`config.mk`:
```
export PLATFORM = sky130hd
export DESIGN_NAME = ahbl_slave_decoder
export DESIGN_NICKNAME = d
export VERILOG_FILES = /design/src/rtl/ahbl_slave_decoder.sv
export SDC_FILE = /design/constraint.sdc
export NUM_CORES = 1
export LEC_CHECK = 0
export ABC_CLOCK_PERIOD_IN_PS = 1000
export BUFFER_PORTS_ARGS = -buffer_cell sky130_fd_sc_hd__clkbuf_2
export CAP_MARGIN = 0
export CORE_AREA = 2 2 81 83
export CTS_CLUSTER_DIAMETER = 30
export DETAILED_ROUTE_END_ITERATION = 8
export DIE_AREA = 0 0 83 85
export PLACE_DENSITY_LB_ADDON = 0.05
export SLEW_MARGIN = 10
export SYNTH_ARGS = -nofsm -noshare
export SYNTH_HDL_FRONTEND = slang
export SYNTH_SLANG_ARGS = --single-unit
```
`constraint.sdc`:
```
create_clock -name HCLK -period 1 [get_ports HCLK]
set_input_delay 0.2 -clock HCLK [delete_from_list [all_inputs] [get_ports HCLK]]
set_output_delay 0.2 -clock HCLK [all_outputs]
set_load 0.03 [all_outputs]
```
`src/rtl/ahbl_slave_decoder.sv`:
```
// ahbl_slave_decoder: AHB-Lite address decoder, data-phase response mux and default ERROR slave.
// Optional feature: define AHBL_DEC_ERR_CNT_EN to add the saturating DEC_ERR_COUNT output.
module ahbl_slave_decoder #(
    parameter int NS = 4,
    parameter logic [NS*32-1:0] SLAVE_BASE = {NS{32'h0}},
    parameter logic [NS*32-1:0] SLAVE_MASK = {NS{32'h0}}
) (
    input  logic             HCLK,
    input  logic             HRESET,
    input  logic [31:0]      HADDR,
    input  logic [1:0]       HTRANS,
    output logic [NS-1:0]    HSEL,
    input  logic [NS-1:0]    HREADYOUT_S,
    input  logic [NS-1:0]    HRESP_S,
    input  logic [NS*32-1:0] HRDATA_S,
    output logic             HREADY,
    output logic             HRESP,
`ifdef AHBL_DEC_ERR_CNT_EN
    output logic [31:0]      HRDATA,
    output logic [15:0]      DEC_ERR_COUNT
`else
    output logic [31:0]      HRDATA
`endif
);
    typedef enum logic [1:0] {DS_OK, DS_ERR1, DS_ERR2} ds_e;

    ds_e ds_q, ds_d;
    logic [NS-1:0] dsel_q, dsel_d;
    logic ddef_q, ddef_d;
    logic hit, act, def_ready, def_resp, err_start;

    assign act = HTRANS inside {2'b10, 2'b11};
    assign err_start = HREADY && !hit && act;
    assign def_ready = ds_q != DS_ERR1;
    assign def_resp = ds_q != DS_OK;
    assign dsel_d = HREADY ? HSEL : dsel_q;
    assign ddef_d = HREADY ? !hit : ddef_q;

    // Address decode: first (lowest-index) matching region wins, so HSEL stays one-hot
    always_comb begin
        HSEL = '0;
        hit = 1'b0;
        for (int i = 0; i < NS; i++) begin
            if (!hit && (HADDR & SLAVE_MASK[i*32+:32]) == SLAVE_BASE[i*32+:32]) begin
                HSEL[i] = 1'b1;
                hit = 1'b1;
            end
        end
    end

    // Data-phase mux: registered selection picks the responding slave, default slave returns zero data
    always_comb begin
        HREADY = ddef_q & def_ready;
        HRESP = ddef_q & def_resp;
        HRDATA = '0;
        for (int i = 0; i < NS; i++) begin
            if (dsel_q[i]) begin
                HREADY = HREADYOUT_S[i];
                HRESP = HRESP_S[i];
                HRDATA = HRDATA_S[i*32+:32];
            end
        end
    end

    // Default slave next state: active unmapped transfer starts the two-cycle ERROR response
    always_comb begin
        ds_d = ds_q;
        case (ds_q)
            DS_OK:   ds_d = err_start ? DS_ERR1 : DS_OK;
            DS_ERR1: ds_d = DS_ERR2;
            DS_ERR2: ds_d = err_start ? DS_ERR1 : DS_OK;
            default: ds_d = DS_OK;
        endcase
    end

    // Data-phase select and default-slave state; selection only advances on accepted address phases
    always_ff @(posedge HCLK) begin
        if (HRESET) begin
            dsel_q <= '0;
            ddef_q <= 1'b1;
            ds_q <= DS_OK;
        end else begin
            dsel_q <= dsel_d;
            ddef_q <= ddef_d;
            ds_q <= ds_d;
        end
    end

`ifdef AHBL_DEC_ERR_CNT_EN
    logic [15:0] cnt_q;

    // Decode-error counter: one count per entry into DS_ERR1, saturating
    always_ff @(posedge HCLK) begin
        if (HRESET)
            cnt_q <= '0;
        else if (ds_d == DS_ERR1 && ds_q != DS_ERR1 && cnt_q != 16'hFFFF)
            cnt_q <= cnt_q + 16'd1;
    end

    assign DEC_ERR_COUNT = cnt_q;
`endif
endmodule

```
==> results.toml <==
[outcome]
outcome = "finished with violations"
failing_checks = "setup timing"

[clocking]
clkLatencyLatePin_ps = 210
h_tree_lvl_count = 1
cts_num_sinks = 2
tritoncts = "yes"
clock_transition_at_the_register_clock_pins_on_the_worst_setup_and_hold_paths_after_cts_ps = 30
clock_tree.root_cell = "sky130_fd_sc_hd__clkbuf_8"
cts_max_path_buffers = 2
number_of_cts_inserted_buffers = 3

[routing]
post-route-drc-count = 0
detail_route.wl_per_cell_um = 8.96
dr.first_iter.drc_count = 4
detailroute.via_count = 582
drt-pass1-iter-count = 2
ant_nets = 0
postRouteWirelength_um = 1770
routed_via_density = 2.95

[finish]
layout-drive-gt1-share_pct = 92.5
final_instance_count_without_filler_cells = 197
nets = 294
n_antenna_cell = 0
layout.cell_area.non_filler_um2 = 1230
syn2layout_area_growth_pct = 257

[power_and_ir_drop]
power.leakage_uw = 0.000628
power.density_cell_area_nw_per_um2 = 874
vdd_drop_max_mv = 0.558
power_uw = 1080

[global_routing]
first_global_vias = 630
grt_pass1_wl_um = 2840
grt_start_max_net_pins = 18
total_track_usage_pct = 5.00
grt.overflow.total = 0
number_of_antenna_violations_at_the_first_check_in_global_routing = 0

[place]
placed_cell_area_um2 = 800
port-buffer-count = 69
finalWeightedCongestion = 0.581
dpl.hpwl_um = 1380
place_inst = 192
dpl_worst_slack_ps = -138

[floorplanning]
floorplan.die_area_um2 = 7060
std_cell_rows = 29
die-height_um = 85
core_area_um2 = 6200
boundaryPins = 210
starting_density_of_the_core_pct = 5.57
die_width_um = 83

[synthesis]
synth.distinct_cells = 10
synth-seq-area-share_pct = 11.6
post-synth-top-count-cell = "sky130_fd_sc_hd__and2_1"
flop_and_latch_count_out_of_synthesis = 2
synth-edff-count = 0
synth_cells = 49
synth.top_cells.by_area = "sky130_fd_sc_hd__and2_1 36%, sky130_fd_sc_hd__and2_2 28%, sky130_fd_sc_hd__dfxtp_1 12%, sky130_fd_sc_hd__buf_4 8.7%, sky130_fd_sc_hd__clkbuf_2 4.3%"
synthesis.area_per_instance_um2 = 7.05
yosysWarnings = 0
yosysTopAreaCellShare_pct = 36.2
post_synth_most_frequent_cells = "20 x sky130_fd_sc_hd__and2_1, 13 x sky130_fd_sc_hd__and2_2, 4 x sky130_fd_sc_hd__buf_4"
postSynth.topFlopCell = "sky130_fd_sc_hd__dfxtp_1"
yosys.area.top_type = "sky130_fd_sc_hd__and2_1"
post_synth_instance_area_um2 = 345
async_reset_ff_share_pct = 0

[sta]
finalHoldViolCount = 0
unrepaired_setup_endpoints_after_global_routing = "yes"
clock_skew_ps = 0.949
worst_slack_ps = -239
final_max_slew_viol_count = 0
fmax_ghz = 0.807
setup_viol = 34
hold-worst-slack_ps = 162
final_min_period_over_clock_period_pct = 124
post-route-min-period_ps = 1240

[critical_path]
worstPathRequired_ps = 800
timing.critical_path.to_type = "output port"
maximum_fanout_along_the_worst_path = 4
worst-setup-path-type = "reg -> out"
cp_data_arrival_time_ps = 1040
reg2regPathDepth = 4
setup.worst_path.start_class = "flip-flop"

[flow_run]
max_cap_viol_count = 0

[worst_hold_path]
timing.hold.worst.class = "in -> reg"
hold_depth = 2
[final cells by class]
| type | count | area [µm²] |
|---|---|---|
| sequential | 2 | 43.8 |
| tap | 77 | 96.3 |
| multi-input combinational | 42 | 335 |
| fill | 691 | 4970 |
| timing repair buffer | 73 | 716 |
| clock buffer | 3 | 41.3 |
[cells by family (layout without fill, tap and decap cells)]
logic type,count (synthesis),in the layout,synth area share (%)
AOI/OAI and AO/OA,1,1,2.17
other,2,4,2.17
DFF,2,2,11.6
and+or+nand+nor,36,36,67.8
buffers and inverters,7,76,13.0
muxes,1,1,3.26
[sequential cells by signal, summed over array words and instances (netlist names)]
signal	cells
dsel_q	1
ddef_q	1
[path summary, 6_finish.rpt]
kind                                start   endpoint  slack, ps
worst min register to register     ddef_q  dsel_q[0]        480
worst min-delay path               HRESET  dsel_q[0]        160
worst max-delay path            dsel_q[0]     HREADY       -240
worst max register to register  dsel_q[0]  dsel_q[0]        130
[layout by cell type (no fill, tap or decap)]
cell,count
sky130_fd_sc_hd__clkbuf_2,35
sky130_fd_sc_hd__and2_4,31
sky130_fd_sc_hd__clkbuf_8,19
sky130_fd_sc_hd__buf_8,18
sky130_fd_sc_hd__conb_1,4
sky130_fd_sc_hd__and2_2,2
sky130_fd_sc_hd__nor2_1,2
sky130_fd_sc_hd__buf_6,2
sky130_fd_sc_hd__mux2_4,1
sky130_fd_sc_hd__nand2_1,1
sky130_fd_sc_hd__o21bai_1,1
sky130_fd_sc_hd__dfxtp_1,1
sky130_fd_sc_hd__dfxtp_4,1
sky130_fd_sc_hd__buf_12,1
sky130_fd_sc_hd__buf_4,1
[where the power goes]
group / internal, µW / switching (µW) / total, µW
sequential: 86.5 / 9.27 / 95.7
clock: 254 / 56.0 / 310
combinational: 363 / 309 / 672
[stage by stage]
step | utilization, % | setup TNS (ps)
2_1_floorplan | - | -527
3_5_place_dp | 12.9 | -4230
6_report | 19.9 | -7010
4_1_cts | 19.2 | -8180
5_1_grt | 19.9 | -8790
3_3_place_gp | 12.9 | -3650
[critical path, stage by stage (launching register included)]
cell and delay (ps):
sky130_fd_sc_hd__dfxtp_4 380, sky130_fd_sc_hd__mux2_4 320, sky130_fd_sc_hd__buf_8 140
[what timing repair did]
| item | CTS | global route |
|---|---|---|
| setup buffers | 1 | 0 |
| hold buffers | 0 | 0 |
| gates resized for setup | 89 | 29 |
| endpoints found under the setup margin | 34 | 34 |
| gates cloned | 1 | 0 |
[per-layer routing]
layer / up-vias / wire, µm / global-route usage, %
li1: 280 / - / -
met1: 268 / 585 / 4.84
met2: 34 / 1030 / 9.68
met3: 0 / 155 / 2.14
met4: 0 / 0 / 1.34
met5: - / 0 / 0
No activity file was read; power rests on OpenSTA's default activity.
